<file path="src/rtl/scaler_pkg.sv">
// rtl/scaler_pkg.sv - shared geometry, shift-width helper, lane result type and lane pack/unpack helpers
package scaler_pkg;

  // Lane geometry shared by the struct and the pack/unpack helpers below.
  localparam int SCALER_WIDTH = 16;
  localparam int SCALER_LANES = 4;

  // Shift-amount width: enough to express 0..WIDTH, plus one bit of headroom.
  function automatic int shw_of(input int width);
    return $clog2(width) + 1;
  endfunction

  typedef struct packed {
    logic signed [SCALER_WIDTH-1:0] val;
    logic                           floor_ev;
  } lane_res_t;

  typedef logic [SCALER_LANES*SCALER_WIDTH-1:0] lane_bus_t;

  function automatic logic signed [SCALER_WIDTH-1:0] lane_get(input lane_bus_t bus, input int idx);
    return bus[idx*SCALER_WIDTH +: SCALER_WIDTH];
  endfunction

  function automatic lane_bus_t lane_put(input lane_bus_t bus, input int idx,
                                         input logic [SCALER_WIDTH-1:0] v);
    lane_bus_t b;
    b = bus;
    b[idx*SCALER_WIDTH +: SCALER_WIDTH] = v;
    return b;
  endfunction

endpackage

</file>
<file path="src/rtl/scaler_lane_fix.sv">
// rtl/scaler_lane_fix.sv - combinational per-lane magnitude shift with floor-to-one and optional rounding
// Ports: sign, mag (|x| as unsigned), shamt in; val (re-signed result), floor_ev (forced to +/-1) out.
// Build macro SCALER_ROUND_EN: round half away from zero for 1 <= shamt < WIDTH-1.
module scaler_lane_fix #(
  parameter int WIDTH = 16,
  parameter int SHW   = 5
) (
  input  logic             sign,
  input  logic [WIDTH-1:0] mag,
  input  logic [SHW-1:0]   shamt,
  output logic [WIDTH-1:0] val,
  output logic             floor_ev
);

  // One extra bit so that the rounding add on mag = 2^(WIDTH-1) cannot wrap.
  logic [WIDTH:0]   sum;
  logic [WIDTH:0]   shifted;
  logic [WIDTH-1:0] q;

  always_comb begin
    sum = {1'b0, mag};
`ifdef SCALER_ROUND_EN
    if (shamt != '0 && int'(shamt) < WIDTH - 1) begin
      sum = sum + ({{WIDTH{1'b0}}, 1'b1} << (shamt - SHW'(1)));
    end
`endif
    shifted = sum >> shamt;

    q        = '0;
    floor_ev = 1'b0;
    if (mag == '0) begin
      q = '0;
    end else if (shifted == '0) begin
      q        = {{(WIDTH-1){1'b0}}, 1'b1};
      floor_ev = 1'b1;
    end else if (int'(shamt) >= WIDTH - 1) begin
      q = {{(WIDTH-1){1'b0}}, 1'b1};
    end else begin
      q = shifted[WIDTH-1:0];
    end

    // q never exceeds 2^(WIDTH-1), and only reaches it for a negative input,
    // so the negation always lands in range.
    val = sign ? (~q + 1'b1) : q;
  end

endmodule

</file>
<file path="src/rtl/scaler_div_pipe.sv">
// rtl/scaler_div_pipe.sv - two-stage multi-lane signed power-of-two down-scaler with floor-event counter
// Ports: clk; rst_n (async, active-low); in_valid/in_ready/in_data/in_shamt input stream;
// out_valid/out_ready/out_data output stream; floor_cnt saturating floor count; cnt_clr sync clear.
// Build macro SCALER_ROUND_EN selects round-half-away-from-zero in the lanes (same latency).
// WIDTH and LANES must match the lane geometry of scaler_pkg.
module scaler_div_pipe
  import scaler_pkg::*;
#(
  parameter int WIDTH = SCALER_WIDTH,
  parameter int LANES = SCALER_LANES,
  parameter int SHW   = shw_of(WIDTH),
  parameter int CNTW  = 16
) (
  input  logic                   clk,
  input  logic                   rst_n,
  input  logic                   in_valid,
  output logic                   in_ready,
  input  logic [LANES*WIDTH-1:0] in_data,
  input  logic [SHW-1:0]         in_shamt,
  output logic                   out_valid,
  input  logic                   out_ready,
  output logic [LANES*WIDTH-1:0] out_data,
  output logic [CNTW-1:0]        floor_cnt,
  input  logic                   cnt_clr
);

  logic             s1_valid;
  logic             s1_sign [LANES];
  logic [WIDTH-1:0] s1_mag  [LANES];
  logic [SHW-1:0]   s1_shamt;

  logic             s2_valid;
  lane_res_t        s2_res  [LANES];

  logic             in_sign [LANES];
  logic [WIDTH-1:0] in_mag  [LANES];
  logic [WIDTH-1:0] lane_val [LANES];
  logic             lane_fl  [LANES];

  logic             s1_load;
  logic             s2_load;
  lane_bus_t        out_bus;
  logic [CNTW:0]    inc;
  logic [CNTW:0]    cnt_sum;

  // S2 advances into a bubble without waiting for downstream.
  assign s2_load   = !s2_valid || out_ready;
  assign s1_load   = !s1_valid || s2_load;
  assign in_ready  = s1_load;
  assign out_valid = s2_valid;

  always_comb begin : p_split
    logic signed [WIDTH-1:0] x;
    x = '0;
    for (int i = 0; i < LANES; i++) begin
      x          = lane_get(in_data, i);
      in_sign[i] = x[WIDTH-1];
      // -(-2^(WIDTH-1)) wraps to the same bit pattern, which read unsigned is 2^(WIDTH-1).
      in_mag[i]  = x[WIDTH-1] ? (~x + 1'b1) : x;
    end
  end

  always_ff @(posedge clk or negedge rst_n) begin
    if (!rst_n) begin
      s1_valid <= 1'b0;
      s1_shamt <= '0;
      for (int i = 0; i < LANES; i++) begin
        s1_sign[i] <= 1'b0;
        s1_mag[i]  <= '0;
      end
    end else if (s1_load) begin
      s1_valid <= in_valid;
      if (in_valid) begin
        s1_shamt <= in_shamt;
        for (int i = 0; i < LANES; i++) begin
          s1_sign[i] <= in_sign[i];
          s1_mag[i]  <= in_mag[i];
        end
      end
    end
  end

  for (genvar g = 0; g < LANES; g++) begin : g_lane
    scaler_lane_fix #(
      .WIDTH (WIDTH),
      .SHW   (SHW)
    ) u_lane (
      .sign     (s1_sign[g]),
      .mag      (s1_mag[g]),
      .shamt    (s1_shamt),
      .val      (lane_val[g]),
      .floor_ev (lane_fl[g])
    );
  end

  // Result payload is only rewritten when a real transaction moves in, so a
  // stalled output stays put and a bubble keeps the previous value.
  always_ff @(posedge clk or negedge rst_n) begin
    if (!rst_n) begin
      s2_valid <= 1'b0;
      for (int i = 0; i < LANES; i++) begin
        s2_res[i] <= '0;
      end
    end else if (s2_load) begin
      s2_valid <= s1_valid;
      if (s1_valid) begin
        for (int i = 0; i < LANES; i++) begin
          s2_res[i].val      <= lane_val[i];
          s2_res[i].floor_ev <= lane_fl[i];
        end
      end
    end
  end

  always_comb begin
    out_bus = '0;
    for (int i = 0; i < LANES; i++) begin
      out_bus = lane_put(out_bus, i, s2_res[i].val);
    end
  end
  assign out_data = out_bus;

  always_comb begin
    inc = '0;
    for (int i = 0; i < LANES; i++) begin
      inc = inc + {{CNTW{1'b0}}, s2_res[i].floor_ev};
    end
    cnt_sum = {1'b0, floor_cnt} + inc;
  end

  // Clear has priority over a same-cycle increment.
  always_ff @(posedge clk or negedge rst_n) begin
    if (!rst_n) begin
      floor_cnt <= '0;
    end else if (cnt_clr) begin
      floor_cnt <= '0;
    end else if (s2_valid && out_ready) begin
      floor_cnt <= cnt_sum[CNTW] ? '1 : cnt_sum[CNTW-1:0];
    end
  end

endmodule

</file>
<file path="config.mk">
export PLATFORM = sky130hd
export DESIGN_NAME = scaler_div_pipe
export DESIGN_NICKNAME = d
export VERILOG_FILES = /design/src/rtl/scaler_pkg.sv /design/src/rtl/scaler_lane_fix.sv /design/src/rtl/scaler_div_pipe.sv
export SDC_FILE = /design/constraint.sdc
export NUM_CORES = 1
export LEC_CHECK = 0
export ABC_AREA = 1
export BUFFER_PORTS_ARGS = -buffer_cell sky130_fd_sc_hd__buf_2
export CORE_AREA = 2 2 160 131
export DETAILED_ROUTE_END_ITERATION = 7
export DIE_AREA = 0 0 162 133
export PLACE_DENSITY = 0.86
export SETUP_SLACK_MARGIN = 0.4
export SLEW_MARGIN = 10
export SYNTH_ARGS = -nofsm -noshare
export SYNTH_HDL_FRONTEND = slang
export SYNTH_SLANG_ARGS = --single-unit
</file>
<file path="constraint.sdc">
create_clock -name clk -period 7.2 [get_ports clk]
set_input_delay 1.08 -clock clk [delete_from_list [all_inputs] [get_ports clk]]
set_output_delay 1.08 -clock clk [all_outputs]
set_load 0.02 [all_outputs]
</file>
== Word level (Yosys, flattened, before mapping) ==
Index checks and enable logic that the tools add are counted.

* Logic and storage cells: 92
* Output and inout bits: 82
* Input bits: 74
* Bits in registers: 159

* Add/subtract/negate cells: 12
* Order comparisons: 1
* Multiplexer cells: 31
* Reduce and logical (&&, ||, !) cells: 16
* Shifts and indexed selects: 4
* Bitwise logic cells: 8

{| class="wikitable"
|+ Operator list
! cell !! number
|-
| $mux W16 || 23
|-
| $add A16 B1 Y16 const B || 8
|-
| $not A16 Y16 || 8
|-
| $logic_not A17 Y1 || 4
|-
| $shr A16 B5 Y17 || 4
|-
| $logic_not A16 Y1 || 4
|-
| $add A16 B4 Y17 || 1
|-
| $mux W1 || 8
|-
| $ge A5 B4 Y1 const B || 1
|-
| $add A3 B1 Y4 || 1
|-
| $reduce_and A2 Y1 || 2
|-
| $add A2 B1 Y3 || 1
|-
| $add A1 B1 Y2 || 1
|-
| $logic_not A1 Y1 || 2
|-
| $logic_or A1 B1 Y1 || 2
|-
| $reduce_bool A2 Y1 || 1
|-
| $logic_and A1 B1 Y1 || 1
|}

== Depth between registers and ports, before layout ==
Gate-level depths: netlist (run 1).

* Depth in word-level cells: 7
* Gate-level depth with buffers: 23
* Depth with buffers taken out: 22

== Hierarchy ==
Synthesis (run 1) repeated with hierarchy kept, for this count alone.

* Cells, all modules: 1967
* Area total of the unflattened synthesis: 13511.7 um^2

{| class="wikitable"
|+ By module, submodules not included
! module !! seq. area each (um^2) !! cells an instance !! area each (um^2) !! instances
|-
| scaler_div_pipe || 3978.8 || 955 || 8316.7 || 1
|-
| scaler_lane_fix || 0.0 || 253 || 1298.7 || 4
|}

== Worst setup path after synthesis (run 1) ==
OpenSTA, ideal clock, no wires.

* Kind: flip-flop to flip-flop
* Start point: register floor_cnt[0]
* End point: register floor_cnt[11]
* Library setup time: 83 ps
* Cell stages (with the launch flop): 15
* Buffers on the path: 1
* Path slack: 4235 ps
* Arrival: 2883 ps
* Cell sequence: dfrtp_1 fa_1 fa_1 inv_1 fa_1 nor3_1 nand2_1 nor2_1 nand2_1 nor2_1 nand2_1 inv_1 clkbuf_1 o21ai_0 o21ai_0

* Word-level cells in the longest chain between the ends: 4

{| class="wikitable"
|+ RTL lines
! element !! RTL line !! text
|-
| start: declaration || scaler_div_pipe.sv:23 || <nowiki>output logic [CNTW-1:0] floor_cnt,</nowiki>
|-
| start signal: assignment || scaler_div_pipe.sv:138 || <nowiki>floor_cnt <= cnt_sum[CNTW] ? '1 : cnt_sum[CNTW-1:0];</nowiki>
|-
| $add A16 B4 Y17 || scaler_div_pipe.sv:128 || <nowiki>cnt_sum = {1'b0, floor_cnt} + inc;</nowiki>
|-
| $mux W16 || scaler_div_pipe.sv:138 ||
|-
| $mux W16 || scaler_div_pipe.sv:137 || <nowiki>end else if (s2_valid && out_ready) begin</nowiki>
|-
| $mux W16 || scaler_div_pipe.sv:135 || <nowiki>end else if (cnt_clr) begin</nowiki>
|}

No other way between the ends. The select of a mux whose other input is x is not followed.
A chain may end at the register's enable or synchronous reset.

== Final worst setup path (run 1) ==
* Start point: register s1_shamt[2]
* End point: register s2_res, in the netlist out_data[46]

* Word-level cells in the longest chain between the ends: 7

{| class="wikitable"
|+ RTL lines
! element !! RTL line !! text
|-
| start: declaration || scaler_div_pipe.sv:30 || <nowiki>logic [SHW-1:0] s1_shamt;</nowiki>
|-
| start signal: assignment || scaler_div_pipe.sv:74 || <nowiki>s1_shamt <= in_shamt;</nowiki>
|-
| $shr A16 B5 Y17 or $ge A5 B4 Y1 (tied branches) || scaler_lane_fix.sv:27, scaler_lane_fix.sv:36 ||
|-
| $logic_not A17 Y1 or $mux W16 (tied branches) || scaler_lane_fix.sv:33, scaler_lane_fix.sv:36 ||
|-
| $mux W16 * || scaler_lane_fix.sv:33 || <nowiki>end else if (shifted == '0) begin</nowiki>
|-
| $mux W16 * || scaler_lane_fix.sv:31 || <nowiki>if (mag == '0) begin</nowiki>
|-
| $not A16 Y16 || scaler_lane_fix.sv:44 || <nowiki>val = sign ? (~q + 1'b1) : q;</nowiki>
|-
| $add A16 B1 Y16 || scaler_lane_fix.sv:44 ||
|-
| $mux W16 * || scaler_lane_fix.sv:44 ||
|-
| end: declaration || scaler_div_pipe.sv:33 || <nowiki>lane_res_t s2_res [LANES];</nowiki>
|}

Mark *: on every way between the ends. The rest lies on a longest branch, timed or not.

==> results of run 1 <==
[worst register-to-register path: stages, from the launching register on]
cell and delay [ns]:
dfrtp_1 0.36, buf_4 0.29, inv_1 0.78, buf_4 0.50, nand2_1 0.14, nand3_1 0.19
nand2_1 0.13, nor2_1 0.13, nand2_1 0.06, nor2_1 0.08, nand2_1 0.08, nand2_2 0.08
nand2_4 0.08, ha_1 0.25, nand2_1 0.11, nor3_2 0.05, nor2_1 0.24, nor2_4 0.08
o21ai_1 0.10, xor2_1 0.20, o21ai_1 0.08
[cell type report]
| cell class | instances | area [um2] | share of cell area, % |
|---|---|---|---|
| sequential | 159 | 3980 | 29.75 |
| timing repair buffer | 166 | 864.6 | 6.463 |
| inverter | 150 | 563.0 | 4.209 |
| tap | 269 | 336.6 | 2.516 |
| clock buffer | 18 | 429.2 | 3.208 |
| multi-input combinational | 1420 | 7078 | 52.91 |
| clock inverter | 14 | 125.1 | 0.9354 |
[routing by layer]
layer / share of wire (%) / up-vias / track usage (%)
met5: 0 / - / 0
met3: 9.6 / 62 / 6.771
met1: 46 / 5665 / 50.84
met2: 42 / 632 / 49.48
met4: 2.5 / 0 / 9.440
li1: - / 6141 / -
[power by group]
group          switching [mW]  total, mW  internal, mW  leakage [nW]
sequential              0.205       1.34          1.13          1.99
clock                   0.423      0.876         0.454         0.269
combinational            1.32       1.92         0.605          4.60
total                    1.95       4.13          2.19          6.85
[how the worst max path moves through the flow]
stage	startpoint	end	cells past startpoint	slack [ns]
2_1_floorplan	floor_cnt[0]	floor_cnt[11]	14	4.23
6_report	s1_shamt[2]	out_data[46]	20	3.05
3_5_place_dp	s1_shamt[2]	out_data[46]	20	3.18
5_1_grt	s1_shamt[1]	out_data[46]	21	2.68
3_3_place_gp	s1_shamt[2]	out_data[62]	20	3.23
4_1_cts	s1_shamt[2]	out_data[46]	20	3.16
[Yosys cell counts, drive strengths merged (11+ instances only)]
cell type and number:
nor4 25, clkbuf 34, nand3 187, inv 147, nand4 29, o21ai 192, a21oi 23, or2 11
dfrtp 159, buf 120, o211ai 26, nor2 128, xnor2 25, nor3 25, xor2 62, nand2 635
[cell usage in the layout (no fill, tap or decap), drive strengths merged, types with 4 or more instances in the layout]
master / instances
nand4: 29
o21bai: 4
nand2: 635
a21oi: 23
nand3: 187
dfrtp: 159
o21ai: 192
nor3: 25
xnor2: 25
o211ai: 26
a31oi: 9
xor2: 62
nor2: 128
ha: 9
inv: 154
clkbuf: 18
o22ai: 4
nor4: 25
nor3b: 7
buf: 166
or2: 11
nand3b: 7
clkinv: 8
[logic make-up after synthesis]
group | Yosys count | share of synthesized area, %
AND/OR/NAND/NOR | 1056 | 36.79
flip-flops | 159 | 31.64
XOR/XNOR | 87 | 6.060
buffers and inverters | 304 | 12.15
AO/OA/AOI/OAI | 265 | 11.99
adder cells (fa/ha/maj) | 12 | 1.373
[per-stage QoR]
stage | area, um2 | hold slack [ns] | utilization (%)
floorplan | 12570 | 0.4500 | -
global placement | 12820 | 0.4582 | 63.76
detailed placement | 12820 | 0.4597 | 63.76
CTS | 13380 | 0.4786 | 66.51
global route | 13380 | 0.4945 | 66.51
finish | 13380 | 0.4766 | 66.51
[registers in the layout (all words and copies together) (netlist names)]
name	flops
out_data	64
s1_mag	64
floor_cnt	16
s1_shamt	5
s1_sign	4
s2_res	4
out_valid	1
s1_valid	1
==> results by group, run 1 <==
Floorplan
  • Die Area: 21550 um2
  • Initial Util: 62.52%
  • Core footprint: 20110 um2
  • IO Pins: 156
  • Site Rows: 47
  • Die Ht: 133 um
  • Die Wd: 162 um

Worst setup path
  • Largest delay contributor family on the critical path: buffers and inverters
  • WP buf/inv: 3
  • Worst r2r src: s1_shamt[2]
  • Critical Path Sink Type: flip-flop
  • Critical-path maximum fanout: 56
  • WS Path Type: reg -> reg
  • Worst R2R Path Depth: 20
  • Most used cell, CP: nand2_1
  • CP required: 7.49 ns
  • Critical-path cell list: buf_4 > inv_1 > buf_4 > nand2_1 > nand3_1 > nand2_1 > nor2_1 > nand2_1 > nor2_1 > nand2_1 > nand2_2 > nand2_4 > ha_1 > nand2_1 > nor3_2 > nor2_1 > nor2_4 > o21ai_1 > xor2_1 > o21ai_1
  • FF-to-FF setup slack: 3.05 ns
  • Slowest CP cell: inv_1
  • R2R Path End: out_data[46]
  • CP peak stage delay: 0.74 ns
  • Crit path DAT: 4.44 ns
  • Startpoint types: flip-flop

Drt
  • Drt initial violations: 1546
  • Drt first pass iters: 7
  • WL per Instance: 16.25 um
  • Post-DRT Antenna Nets: 0
  • Via count: 12500
  • Via-to-Cell Ratio: 5.692
  • DRT Wirelength: 35680 um
  • Drt drc: 0

Placed design
  • Post-Place Worst Slack: 3.184 ns
  • DP Cell Count: 2164
  • IO buf count: 155
  • GPL Wtd Cong: 1.065
  • DP Wirelength: 26920 um

Status
  • Status: finished, final reports clean

Clock tree
  • CTS buffer count: 17
  • Sink Count: 159
  • CTS tree: built
  • Clk root buf: clkbuf_16
  • Cts repair resizes: 0
  • Clock buffer depth: 2
  • Worst-path clk slew: 0.07 ns
  • Clock Latency Late Sink: 0.45 ns
  • H-tree Lvls: 4
  • CTS hold repair buffers: 0
  • Setup Buffers After CTS: 0

STA
  • Slack of the critical path: 3.047 ns
  • Final Setup Violations: 0
  • Slew Limit Fails: 0
  • Final Hold Vio Count: 0
  • Unrepaired setup endpoints after global routing: false
  • Slew @ Worst Pin: 1.099 ns
  • Setup TNS Final: 0 ns
  • Highest clock rate: 240.8 MHz
  • Period utilisation layout: 57.68%
  • Final min period: 4.153 ns
  • Clock Skew: 0.01570 ns
  • Slew headroom: 26.61%

Logic synthesis
  • Mapped Nets: 1969
  • Post-synthesis sequential area ratio: 31.64%
  • Netlist cell types: 47
  • Synth warn: 0
  • Ys async rst share: 100.0%
  • Post-synth EDFFs: 0
  • Post-synth top area cell: dfrtp_1
  • Top cells by area, synth: dfrtp_1, nand2_1, nand3_1
  • Area fraction of the dominant cell type after synthesis: 31.64%
  • Synth Instances: 1883
  • Mapped Area: 12570 um2
  • Top FF cell, synth: dfrtp_1
  • Syn Area/Cell: 6.678 um2
  • FF+latch count, synth: 159

Layout
  • Cell Count, Final, Fillers Out: 2196
  • Area grow syn2layout: 6.378%
  • Final nets: 2000
  • Antenna diodes: 0
  • Fill cells: 1801
  • Layout cells sized above 1: 14.27%

Global routing
  • GRT overflow: 0
  • Largest net degree at the start of global routing: 98
  • Gr usage total: 33.81%
  • Initial antenna violation count: 0
  • First-pass GRT wire length: 58510 um
  • Number of global-route vias before repair: 11240

Hold path
  • Hold path endpoint: out_data[57]
  • Hold path cells: 2
  • Hold WC Path Type: reg -> reg
  • Hold_sp: out_data[57]

Run
  • Max_cap viols: 0

Power and ir drop
  • Pwr Total: 4.134 mW
  • Static Leakage: 6.851 nW
  • PwrDens: 309.1 nW/um2
  • Peak VDD IR: 0.1866 mV
No activity file was read; power rests on OpenSTA's default activity.
==> run 2: changes to the inputs <==
--- a/config.mk
+++ b/config.mk
@@ -7,10 +7,10 @@
 export LEC_CHECK = 0
 export ABC_AREA = 1
 export BUFFER_PORTS_ARGS = -buffer_cell sky130_fd_sc_hd__buf_2
-export CORE_AREA = 2 2 160 131
+export CORE_AREA = 2 2 165 135
 export DETAILED_ROUTE_END_ITERATION = 7
-export DIE_AREA = 0 0 162 133
-export PLACE_DENSITY = 0.86
+export DIE_AREA = 0 0 167 137
+export PLACE_DENSITY = 0.81
 export SETUP_SLACK_MARGIN = 0.4
 export SLEW_MARGIN = 10
 export SYNTH_ARGS = -nofsm -noshare
==> constraint.sdc (replaced) <==
create_clock -name clk -period 4 [get_ports clk]
set_input_delay 0.6 -clock clk [delete_from_list [all_inputs] [get_ports clk]]
set_output_delay 0.6 -clock clk [all_outputs]
set_load 0.02 [all_outputs]
==> results by group, run 2 (synthesis results as in run 1) <==
Placed design
  • DP Cell Count: 2182
  • GPL Wtd Cong: 1.030
  • DP Wirelength: 27730 um
  • IO buf count: 155

Worst setup path
  • CP required: 4.35 ns
  • Largest delay contributor family on the critical path: adder cells
  • Worst r2r src: s2_res[0]
  • Startpoint types: flip-flop
  • WS Path Type: reg -> reg
  • FF-to-FF setup slack: 0.64 ns
  • Critical Path Sink Type: flip-flop
  • WP buf/inv: 2
  • Crit path DAT: 3.71 ns
  • Critical-path cell list: fa_1 > fa_1 > inv_1 > fa_1 > nor3_1 > nand2_1 > nor2_1 > nand2_1 > nor2_1 > nand2_1 > inv_1 > o21ai_0 > o21ai_0
  • Critical-path maximum fanout: 13
  • CP peak stage delay: 0.56 ns
  • Slowest CP cell: fa_1
  • Crit path from: s2_res[0]

Floorplan
  • Site Rows: 48
  • Die Area: 22880 um2
  • Die Wd: 167 um
  • Core footprint: 21200 um2
  • Initial Util: 59.31%
  • IO Pins: 156
  • Die Ht: 137 um

Drt
  • Post-DRT Antenna Nets: 0
  • Drt drc: 0
  • Drt first pass iters: 7
  • Drt initial violations: 1384
  • WL per Instance: 16.85 um
  • DRT Wirelength: 37280 um
  • Via-to-Cell Ratio: 5.774
  • Via count: 12770

Global routing
  • GRT overflow: 0
  • Largest net degree at the start of global routing: 117
  • Number of global-route vias before repair: 11580
  • Gr usage total: 33.12%
  • First-pass GRT wire length: 60220 um
  • Initial antenna violation count: 0

Clock tree
  • Setup Buffers After CTS: 0
  • Clock Latency Late Sink: 0.44 ns
  • CTS tree: built
  • Clk root buf: clkbuf_16
  • Sink Count: 159
  • CTS buffer count: 17
  • H-tree Lvls: 4
  • Worst-path clk slew: 0.07 ns
  • Clock buffer depth: 2

Status
  • Status: finished, final reports clean

STA
  • Slew Limit Fails: 0
  • Final min period: 3.361 ns
  • Final Hold Vio Count: 0
  • Unrepaired setup endpoints after global routing: true
  • Slew headroom: 31.88%
  • Setup TNS Final: 0 ns
  • Clock Skew: 0.01101 ns
  • Highest clock rate: 297.5 MHz
  • Period utilisation layout: 84.03%
  • Slew @ Worst Pin: 1.021 ns
  • Final Setup Violations: 0

Layout
  • Final nets: 2012
  • Commonest non-fill, non-tap cell in the layout: nand2_1
  • Commonest cells after routing, fill and taps aside: nand2_1, nand3_1, o21ai_0
  • Cell Count, Final, Fillers Out: 2212
  • Antenna diodes: 0
  • Area grow syn2layout: 8.339%
  • Layout cells sized above 1: 14.82%

Run
  • Max_cap viols: 0

Power and ir drop
  • Pwr Total: 7.728 mW
  • Static Leakage: 6.972 nW
  • PwrDens: 567.3 nW/um2
  • Peak VDD IR: 0.4488 mV

Hold path
  • Hold WC Path Type: in -> async
## run 2: changes by cell type in the layout (fill, tap and decap cells not counted), moves of 2 or more
cell       change
bufinv_16      +4
buf_12         +6
inv_2          -2
buf_4          +5
inv_8          -2
## run 2: path summary, 6_finish.rpt
| kind | to | cells after the start |
|---|---|---|
| worst max-delay path | floor_cnt[15] | 13 |
| worst min register to register | out_data[19] | 2 |
| worst max register to register | floor_cnt[15] | 13 |
| max in group asynchronous | s1_mag[47] | 2 |
| worst min-delay path | floor_cnt[12] | 1 |
| min in group clk | s1_mag[15] | 2 |
## run 2: what timing repair did
item                                   CTS  global route
endpoints found under the hold margin    0             0
gates resized for setup                  0             8
setup endpoints to repair                0            12
hold buffers                             0             0
## run 2: layout make-up
type                    instances  area [um2]
clock buffers                  17       425.4
clock inverters                13       186.4
fillers                      1939        7577
inverters                     150       570.5
multi-input cells            1420        7083
flip-flops and latches        159        3980
well taps                     275       344.1
repair buffers                178        1033
## run 2: power breakdown
group          internal [mW]  switching, mW  leakage [nW]
Sequential              2.04          0.351          1.99
Combinational           1.13           2.45          4.69
Clock                   1.04          0.714         0.300
## run 2: routing by layer
layer	share of wire [%]	wire [um]	GRT usage [%]	vias to the layer above
met5	0	0	0	-
met4	3.0	1115	11.73	0
met3	8.7	3261	5.697	89
met2	43	15950	50.23	610
met1	45	16960	47.84	5914
li1	-	-	-	6160
## run 2: through the flow
| stage | area, um2 | hold WS (ns) | util [%] | setup slack, ns |
|---|---|---|---|---|
| finish | 13620 | 0.2189 | 64.26 | 0.6387 |
| global route | 13620 | 0.3255 | 64.26 | 0.3952 |
| CTS | 13610 | 0.2869 | 64.18 | 0.5781 |
| detailed placement | 13000 | 0.4598 | 61.30 | 0.6197 |
| global placement | 13000 | 0.4579 | 61.30 | 0.6123 |
| floorplan | 12570 | 0.3044 | - | 1.035 |
